[src/rtl/alu_pkg.sv]
// Shared ALU definitions: operand width, opcode encodings, request bundle
// and the opcode-legality helper used by the arbiter and the ALU.
package alu_pkg;

    localparam int XLEN = 32;

    typedef enum logic [4:0] {
        OP_ADD  = 5'b00000,
        OP_SUB  = 5'b01010,
        OP_AND  = 5'b00111,
        OP_OR   = 5'b00110,
        OP_XOR  = 5'b00100,
        OP_SLT  = 5'b01100,
        OP_SLTU = 5'b01110,
        OP_SLL  = 5'b00001,
        OP_SRL  = 5'b00101,
        OP_SRA  = 5'b01011
    } alu_op_e;

    // Operands and opcode presented to the shared ALU.
    typedef struct packed {
        logic [4:0]      op;
        logic [XLEN-1:0] a;
        logic [XLEN-1:0] b;
    } alu_req_t;

    function automatic logic op_legal(input logic [4:0] op);
        case (op)
            OP_ADD, OP_SUB, OP_AND, OP_OR, OP_XOR,
            OP_SLT, OP_SLTU, OP_SLL, OP_SRL, OP_SRA: op_legal = 1'b1;
            default:                                 op_legal = 1'b0;
        endcase
    endfunction

endpackage

[src/rtl/alu_arbiter_alu.sv]
// Combinational ALU shared by both requesters. Unknown opcodes give 0.
module alu_arbiter_alu
    import alu_pkg::*;
(
    input  alu_req_t        req,
    output logic [XLEN-1:0] result,
    output logic            zero
);

    // Opcode decode; shifts use only the low five bits of b.
    always_comb begin
        result = '0;
        case (req.op)
            OP_ADD:  result = req.a + req.b;
            OP_SUB:  result = req.a - req.b;
            OP_AND:  result = req.a & req.b;
            OP_OR:   result = req.a | req.b;
            OP_XOR:  result = req.a ^ req.b;
            OP_SLT:  result = {{(XLEN-1){1'b0}}, $signed(req.a) < $signed(req.b)};
            OP_SLTU: result = {{(XLEN-1){1'b0}}, req.a < req.b};
            OP_SLL:  result = req.a << req.b[4:0];
            OP_SRL:  result = req.a >> req.b[4:0];
            OP_SRA:  result = $unsigned($signed(req.a) >>> req.b[4:0]);
            default: result = '0;
        endcase
    end

    assign zero = (result == '0);

endmodule

[src/rtl/alu_arbiter.sv]
// Two-requester round-robin front end for one shared ALU. One request is
// accepted per cycle; each requester gets its own registered response slot.
// Optional feature: define ALU_ARB_ILLEGAL_OP_EN to add rsp_err, a
// registered per-requester flag for opcodes outside the legal set.
module alu_arbiter
    import alu_pkg::*;
#(
    parameter int RR_INIT = 0,
    parameter int XLEN    = 32
) (
    input  logic              clk,
    input  logic              rst,
    input  logic [1:0]        req_valid,
    output logic [1:0]        req_ready,
    input  logic [2*XLEN-1:0] req_a,
    input  logic [2*XLEN-1:0] req_b,
    input  logic [9:0]        req_op,
    output logic [1:0]        rsp_valid,
    input  logic [1:0]        rsp_ready,
    output logic [2*XLEN-1:0] rsp_result,
    output logic [1:0]        rsp_zero
`ifdef ALU_ARB_ILLEGAL_OP_EN
    ,
    output logic [1:0]        rsp_err
`endif
);

    localparam int NREQ = 2;

    logic [NREQ-1:0] elig;
    logic [NREQ-1:0] gnt;
    logic            prio;      // requester holding first priority on a tie
    alu_req_t        alu_in;
    logic [XLEN-1:0] alu_res;
    logic            alu_zero;

    // A slot can take a new request if empty or being drained this cycle.
    assign elig = req_valid & (~rsp_valid | rsp_ready);

    // Grant: lone eligible requester wins outright, ties go to prio.
    always_comb begin
        gnt = '0;
        if (!rst) begin
            case (elig)
                2'b01:   gnt = 2'b01;
                2'b10:   gnt = 2'b10;
                2'b11:   gnt = prio ? 2'b10 : 2'b01;
                default: gnt = '0;
            endcase
        end
    end

    assign req_ready = gnt;

    // Priority passes to the other requester after every grant.
    always_ff @(posedge clk) begin
        if (rst)
            prio <= 1'(RR_INIT);
        else if (|gnt)
            prio <= gnt[0];
    end

    // Operand mux; idle cycles present zeros to the ALU.
    always_comb begin
        alu_in = '0;
        if (gnt[1])
            alu_in = '{op: req_op[5 +: 5], a: req_a[XLEN +: XLEN], b: req_b[XLEN +: XLEN]};
        else if (gnt[0])
            alu_in = '{op: req_op[0 +: 5], a: req_a[0 +: XLEN], b: req_b[0 +: XLEN]};
    end

    alu_arbiter_alu u_alu (
        .req    (alu_in),
        .result (alu_res),
        .zero   (alu_zero)
    );

    for (genvar i = 0; i < NREQ; i++) begin : g_rsp
        logic            vld_q;
        logic [XLEN-1:0] res_q;
        logic            zero_q;

        // Load on grant (also back-to-back), clear once consumed, else hold.
        always_ff @(posedge clk) begin
            if (rst) begin
                vld_q  <= 1'b0;
                res_q  <= '0;
                zero_q <= 1'b0;
            end else if (gnt[i]) begin
                vld_q  <= 1'b1;
                res_q  <= alu_res;
                zero_q <= alu_zero;
            end else if (vld_q && rsp_ready[i]) begin
                vld_q  <= 1'b0;
            end
        end

        assign rsp_valid[i]               = vld_q;
        assign rsp_result[i*XLEN +: XLEN] = res_q;
        assign rsp_zero[i]                = zero_q;

`ifdef ALU_ARB_ILLEGAL_OP_EN
        logic err_q;

        // Illegal-opcode flag travels with the response it belongs to.
        always_ff @(posedge clk) begin
            if (rst)
                err_q <= 1'b0;
            else if (gnt[i])
                err_q <= ~op_legal(alu_in.op);
        end

        assign rsp_err[i] = err_q;
`endif
    end

endmodule

[config.mk]
export PLATFORM = sky130hd
export DESIGN_NAME = alu_arbiter
export DESIGN_NICKNAME = d
export VERILOG_FILES = /design/src/rtl/alu_pkg.sv /design/src/rtl/alu_arbiter_alu.sv /design/src/rtl/alu_arbiter.sv
export SDC_FILE = /design/constraint.sdc
export NUM_CORES = 1
export LEC_CHECK = 0
export CAP_MARGIN = 30
export CORE_UTILIZATION = 30
export CTS_CLUSTER_SIZE = 12
export DETAILED_ROUTE_END_ITERATION = 8
export GPL_TIMING_DRIVEN = 0
export PLACE_DENSITY = 0.57
export REMOVE_ABC_BUFFERS = 1
export SLEW_MARGIN = 20
export SYNTH_ARGS = -nofsm -noshare
export SYNTH_HDL_FRONTEND = slang
export SYNTH_SLANG_ARGS = --single-unit
[constraint.sdc]
create_clock -name clk -period 6.6 [get_ports clk]
set_clock_uncertainty 0.1 [all_clocks]
set_input_delay 0.99 -clock clk [delete_from_list [all_inputs] [get_ports clk]]
set_output_delay 0.99 -clock clk [all_outputs]
set_load 0.05 [all_outputs]
==> impl_metrics.csv, run 1 <==
group,metric,value,unit
clocking,clock-sinks,69,
synth,synthMuxAreaShare,0.0863,
placed_design,gp_congestion,1.04,
run_status,outcome,"finished clean",
synth,synth_most_common_cell,"nor2_1",
clocking,numCtsBuffers,9,
final_layout,finalNonFillerCells,2612,
synth,synth_area,13300,um2
critical_path,crit_chain,"clkdlybuf4s50_1 > nand2_4 > o211a_4 > buf_12 > a22oi_1 > nor2_4 > buf_4 > ha_1 > fa_1 > a21oi_1 > inv_1 > a21o_1 > a21oi_1 > xnor2_1 > a221oi_1 > nor2b_1 > nand4_1 > nor4_4 > nand3_2 > o41ai_2",
power_and_ir_drop,power_density,178,nW/um2
final_layout,drive_above_1_share,0.130,
synth,yosys-top-cells-count,"nor2_1 (169), nand2_1 (138), o21ai_0 (112)",
placed_design,port_buffers,213,
placed_design,post-place-cells,2555,
timing,fin_crit,6.51,ns
final_layout,syn_to_final_growth,30.3,%
clocking,cts_tree,"yes",
synth,synth-simple-area-share,0.229,
timing,fmax,0.154,GHz
die,ios,214,
critical_path,endpoint,"g_rsp[1].zero_q",
die,die_h,213,um
route,drt-pass1-iter-count,9,
die,row_count,76,
final_layout,n_fill_cell,4577,
timing,max_slew_margin,0.226,
synth,synth_area_leader_cell,"dfxtp_1",
route,wl_per_cell,32.4,um
die,start_util,0.307,
critical_path,cp_common_cell,"a21oi_1",
timing,hold_viol_final,0,
placed_design,postPlaceCellArea,16100,um2
placed_design,dp.final_hpwl,65.3,mm
route,num_vias,17400,
critical_path,crit_start,"req_valid[1]",
synth,synth_top_family_by_area,"compound AO/OA/AOI/OAI gates",
power_and_ir_drop,leakagePower,6.33,nW
timing,setup_viol,0,
critical_path,rr_worst_depth,18,
synth,synth_compound_area_frac,0.388,
clocking,cts_buffer_depth,2,
final_layout,final_nets,2261,
clocking,path_clk_slew,0.06,ns
timing,period_share,0.987,
route,dr.first_iter.drc_count,2521,
synth,ys_seq_area_frac,0.104,
critical_path,end_kind,"register",
timing,final_max_slew_viol_count,0,
synth,yosys_register_bits,69,
final_layout,design_area,17400,um2
die,core_area,43500,um2
power_and_ir_drop,vdd_drop_max,179,uV
critical_path,start_kind,"input port",
critical_path,crit_type,"in -> reg",
critical_path,critPathRequiredTime,6.75,ns
timing,fin_ws,0.0867,ns
route,antenna_left,0,
grt,grt_first_pass_wirelength,117,mm
synth,synthArstFlopShare,0,
critical_path,cpPeakStageDelay,0.97,ns
grt,grt_max_degree,64,
clocking,root_buffer,"clkbuf_16",
synth,yosys_warnings,0,
critical_path,r2r_start,"prio",
grt,grt_overflow,0,
synth,avgSynthCellArea,7.13,um2
die,die_x,213,um
clocking,cts.htree.levels,3,
route,drc,0,
timing,fin_tns_setup,0,ns
hold_path,hp-class,"reg -> reg",
synth,yosys_most_used_dff,"dfxtp_1",
die,dieArea,45300,um2
critical_path,cp_slowest_cell,"a221oi_1",
synth,synth.area.top_cells,"dfxtp_1 (10%), ha_1 (9.2%), mux2i_1 (6.5%)",
critical_path,crit_fanout,14,
placed_design,preCtsSetupSlack,-1.97,ns
synth,synth_fa_ha_area_frac,0.0950,
synth,synthXorXnorAreaFrac,0.0138,
critical_path,critical_path_arrival,6.66,ns
synth,synth.top_cell.area_share,0.104,
grt,antenna_found_initial,5,
timing,worstMarginPinSlew,1.15,ns
critical_path,r2r-end,"g_rsp[1].zero_q",
grt,grt_usage,0.360,
route,wl,84.7,mm
clocking,clock_latency,0.34,ns
grt,grt_pass1_vias,16100,
route,vias_per_cell,6.66,
run,max-cap-violations,0,
synth,synth_edf_count,0,
critical_path,reg2reg_slack,0.84,ns
synth,ys_types,102,
synth,synth_cells,1871,
worst min-delay path by stage:
| stage | start | to | slack, ns | depth (start not counted) |
|---|---|---|---|---|
| 2_1_floorplan | prio | prio | 0.39 | 2 |
| 3_3_place_gp | g_rsp[0].res_q[3] | g_rsp[0].res_q[3] | 0.36 | 2 |
| 3_5_place_dp | g_rsp[0].res_q[20] | g_rsp[0].res_q[20] | 0.36 | 2 |
| 4_1_cts | g_rsp[0].zero_q | g_rsp[0].zero_q | 0.38 | 2 |
| 5_1_grt | g_rsp[0].res_q[9] | g_rsp[0].res_q[9] | 0.40 | 2 |
| 6_report | g_rsp[0].res_q[18] | g_rsp[0].res_q[18] | 0.37 | 2 |
registers in the layout (all words and copies together) (netlist names):
| register | flops |
|---|---|
| prio | 1 |
| g_rsp.zero_q | 2 |
| g_rsp.res_q | 64 |
| g_rsp.vld_q | 2 |
cells in the final DEF, fill, tap and decap left out, drive strengths merged, types with 13 or more instances in the layout:
cell	n
clkdlybuf4s50	211
nor2	170
nand2	140
o21ai	124
a21oi	104
ha	98
mux2i	92
inv	91
nand3	86
dfxtp	69
buf	64
a211oi	63
nor3	51
a22o	47
a22oi	44
nor2b	42
o22ai	39
a32o	33
nand4	26
o221ai	23
nor4	23
o31ai	22
a221oi	20
xnor2	19
o211ai	18
or3	17
a31oi	15
a21o	14
a32oi	14
and2	13
clkbuf	13
cells by family (layout without fill, tap and decap cells):
kind of cell / count (synthesis) / after routing
XOR/XNOR: 21 / 21
AO/OA/AOI/OAI: 706 / 708
multiplexers: 107 / 107
buffers and inverters: 247 / 395
other: 0 / 5
AND/OR/NAND/NOR: 621 / 622
adder cells (fa/ha/maj): 100 / 100
flip-flops: 69 / 69
worst max-delay path, delay by kind of cell:
| kind | cells | cell delay [ns] |
|---|---|---|
| xor+xnor | 1 | 0.12 |
| buf+inv | 4 | 1.05 |
| simple gates | 6 | 1.17 |
| fa+ha+maj | 2 | 0.72 |
| compound gates | 7 | 2.59 |
per-stage QoR:
stage,hold slack [ns],total power [mW],utilization
floorplan,0.390,1.60,-
global placement,0.357,2.34,0.355
detailed placement,0.365,2.39,0.371
CTS,0.376,2.94,0.388
global route,0.397,3.19,0.400
finish,0.374,3.09,0.400
metal layers:
layer,vias to the layer above,part of all wire,global-route usage
li1,7508,-,-
met4,2,0.051,0.165
met3,215,0.095,0.0494
met5,-,0.00014,0
met1,8466,0.42,0.485
met2,1210,0.44,0.565
power breakdown:
part           switching (mW)  internal, mW  total [mW]
clock                   0.186         0.292       0.478
combinational            1.41         0.720        2.13
sequential             0.0237         0.459       0.483
area by class of cell:
type	count	area, um2	area share
clock inverter	6	63.8	0.00367
sequential	69	1380	0.0795
timing repair buffer	281	3010	0.173
antenna	5	12.5	0.000720
multi-input combinational	1558	11500	0.664
clock buffer	10	229	0.0132
tap	585	732	0.0421
inverter	98	409	0.0235
repair_timing:
item,4_1_cts,5_1_grt
setup endpoints to repair,35,6
gates resized for setup,68,52
pin swaps,8,24
setup buffers,6,22
hold buffers,0,0
gates cloned,4,3
No activity file was read; power rests on OpenSTA's default activity.
==> inputs of run 2 (changes only) <==
--- a/config.mk
+++ b/config.mk
@@ -5,12 +5,13 @@
 export SDC_FILE = /design/constraint.sdc
 export NUM_CORES = 1
 export LEC_CHECK = 0
+export ABC_AREA = 1
 export CAP_MARGIN = 30
 export CORE_UTILIZATION = 30
 export CTS_CLUSTER_SIZE = 12
 export DETAILED_ROUTE_END_ITERATION = 8
 export GPL_TIMING_DRIVEN = 0
-export PLACE_DENSITY = 0.57
+export PLACE_DENSITY = 0.56
 export REMOVE_ABC_BUFFERS = 1
 export SLEW_MARGIN = 20
 export SYNTH_ARGS = -nofsm -noshare
==> run 2 against run 1 <==
Effect of this change:
- critical path depth rose by 6
- first-iteration DRC count fell by 21%
- cell area fell by 3.2%
- synthesized cell count rose by 40%
==> impl_metrics.csv, run 2 <==
group,metric,value,unit
grt,grt_usage,0.283,
synth,synthArstFlopShare,0,
synth,ys_seq_area_frac,0.100,
critical_path,crit_fanout,56,
clocking,clock-sinks,69,
final_layout,largest_reg_flops,64,
die,ios,214,
timing,whs,0.380,ns
final_layout,regArea,1380,um2
power_and_ir_drop,p_switching,1.47,mW
final_layout,final_nets,2980,
die,start_util,0.304,
final_layout,syn_to_final_growth,22.2,%
timing,fin_crit,6.37,ns
synth,yosys_register_bits,69,
synth,synth_compound_area_frac,0.164,
power_and_ir_drop,p_comb_frac,0.630,
synth,synth-simple-area-share,0.493,
clocking,numCtsBuffers,9,
synth,synth_fa_ha_area_frac,0.0920,
synth,synthMuxAreaShare,0,
grt,antenna_found_initial,2,
synth,yosys_warnings,0,
timing,rsz0062_at_grt,"false",
die,dieArea,46700,um2
power_and_ir_drop,pwr-share-clk,0.204,
clocking,cts_tree,"yes",
critical_path,cp_slowest_cell,"ha_2",
route,vias_per_cell,5.42,
synth,synth_most_common_cell,"nand2_1",
timing,fmax,0.157,GHz
synth,synth_area,13800,um2
timing,worstMarginPinSlew,0.829,ns
critical_path,r2r_start,"g_rsp[1].vld_q",
synth,synth_cells,2625,
route,drt-pass1-iter-count,7,
timing,max_slew_margin,0.447,
clocking,cts.htree.levels,3,
power_and_ir_drop,finalPower,2.82,mW
route,dr.first_iter.drc_count,1982,
final_layout,top_regs,"g_rsp.res_q (64), g_rsp.vld_q (2), g_rsp.zero_q (2)",
synth,yosys_most_used_dff,"dfxtp_1",
placed_design,post-place-cells,3315,
final_layout,final_common_cell,"nand2_1",
route,antenna_left,0,
placed_design,port_buffers,213,
critical_path,critical_path_arrival,6.55,ns
final_layout,finalNonFillerCells,3342,
final_layout,final_cell_mix,"nand2_1 (704), nand3_1 (462), inv_1 (356)",
final_layout,largest-register,"g_rsp.res_q",
critical_path,cpPeakStageDelay,0.50,ns
timing,final_max_slew_viol_count,0,
clocking,ctsHoldBuffers,0,
power_and_ir_drop,vdd_drop_max,134,uV
die,core_area,45300,um2
run_status,outcome,"finished clean",
power_and_ir_drop,power_density,168,nW/um2
critical_path,end_kind,"register",
synth,synth_top_family_by_area,"simple AND/OR/NAND/NOR gates",
synth,synth_area_leader_cell,"nand2_1",
clocking,root_buffer,"clkbuf_16",
critical_path,crit_start,"rsp_ready[1]",
timing,fin_tns_setup,0,ns
timing,period_share,0.965,
synth,synth.top_cell.area_share,0.192,
hold_path,hold_start,"g_rsp[0].zero_q",
clocking,path_clk_slew,0.06,ns
critical_path,crit_type,"in -> reg",
final_layout,drive_above_1_share,0.0438,
placed_design,dp.final_hpwl,55.5,mm
critical_path,cp_common_cell,"nand2_1",
power_and_ir_drop,p_int,1.36,mW
critical_path,critPathRequiredTime,6.78,ns
timing,hold_viol_final,0,
synth,synth_edf_count,0,
die,die_x,216,um
final_layout,multi_input_area,10500,um2
power_and_ir_drop,power_frac_seq,0.166,
run,max-cap-violations,0,
power_and_ir_drop,swShare,0.519,
clocking,clock_latency,0.35,ns
grt,grt_overflow,0,
synth,yosys-top-cells-count,"nand2_1 (705), nand3_1 (462), inv_1 (357)",
critical_path,start_kind,"input port",
final_layout,n_fill_cell,5204,
route,wl_per_cell,20.8,um
timing,setup_viol,0,
hold_path,hp-class,"reg -> reg",
grt,grt_pass1_vias,16300,
synth,synth.area.top_cells,"nand2_1 (19%), nand3_1 (17%), dfxtp_1 (10%)",
clocking,cts_buffer_depth,2,
power_and_ir_drop,leakagePower,8.59,nW
die,row_count,78,
placed_design,gp_congestion,0.993,
grt,grt_first_pass_wirelength,100,mm
die,die_h,216,um
synth,avgSynthCellArea,5.24,um2
grt,grt_max_degree,79,
route,num_vias,18100,
synth,synthXorXnorAreaFrac,0.00127,
route,wl,69.4,mm
synth,ys_types,51,
route,drc,0,
## run 2: cell count changes after synthesis, sizes merged, moves of 37 or more
cell,change
a211oi,-59
a21oi,+60
a22o,-47
a22oi,-44
inv,+279
mux2i,-92
nand2,+584
nand3,+387
nor2,+129
nor2b,-42
o21a,+37
## run 2: worst max-delay path, delay by kind of cell
family	cells	cell delay [ns]
adder cells (fa/ha/maj)	1	0.50
AND/OR/NAND/NOR	17	3.32
AO/OA/AOI/OAI	2	0.29
buffers and inverters	6	1.35
## run 2: area by class of cell
type	count	area share
Sequential cell	69	0.0821
Inverter	368	0.0853
Timing Repair Buffer	232	0.145
Tap cell	600	0.0446
Clock inverter	5	0.00632
Clock buffer	11	0.0144
Multi-Input combinational cell	2056	0.622
Antenna cell	1	0.000149
## run 2: metrics by stage
step	cell area [um2]	utilization	setup slack [ns]
after floorplan	13100	-	-2.48
after global placement	16000	0.353	-7.09
after detailed placement	16300	0.359	-1.67
after CTS	16700	0.368	0.0120
after global routing	16800	0.371	0.00813
final	16800	0.371	0.229
## run 2: cell families (layout without fill, tap and decap cells)
kind of cell               Yosys count  in the layout
AOI/OAI and AO/OA                  394            394
xor gates and xnor gates             2              2
adders and majority gates          100            100
buffers and inverters              502            616
DFF                                 69             69
other                                0              1
and+or+nand+nor                   1558           1560
## run 2: final timing paths
path | slack, ns | cells after the start | endpoint
hold reg to reg | 0.38 | 2 | g_rsp[0].zero_q
setup reg to reg | 0.96 | 24 | g_rsp[1].zero_q
setup / recovery | 0.23 | 26 | g_rsp[1].zero_q
hold / removal | 0.38 | 2 | g_rsp[0].zero_q
## run 2: layer usage
| layer | wire [um] | vias to the layer above | global-route usage | share of wire |
|---|---|---|---|---|
| li1 | - | 8713 | - | - |
| met1 | 29500 | 8528 | 0.376 | 0.42 |
| met2 | 32400 | 777 | 0.472 | 0.47 |
| met3 | 5170 | 98 | 0.0375 | 0.074 |
| met4 | 2390 | 2 | 0.0899 | 0.034 |
| met5 | 9 | - | 0 | 0.00013 |
## run 2: power by group through the flow
stage               logic, mW  registers [mW]  clock network, mW
global placement         1.69           0.477                  0
CTS                      1.73           0.469              0.590
detailed placement       1.71           0.477                  0
floorplan               0.949           0.593                  0
global route             1.92           0.473              0.609
finish                   1.78           0.469              0.576
## run 2: repair_timing
item / in CTS / in global routing
endpoints found under the setup margin: 53 / 2
gates cloned: 0 / 2
resized for setup: 11 / 13
buffers inserted: 2 / 5
pin swaps: 2 / 3
hold endpoints to repair: 0 / 0
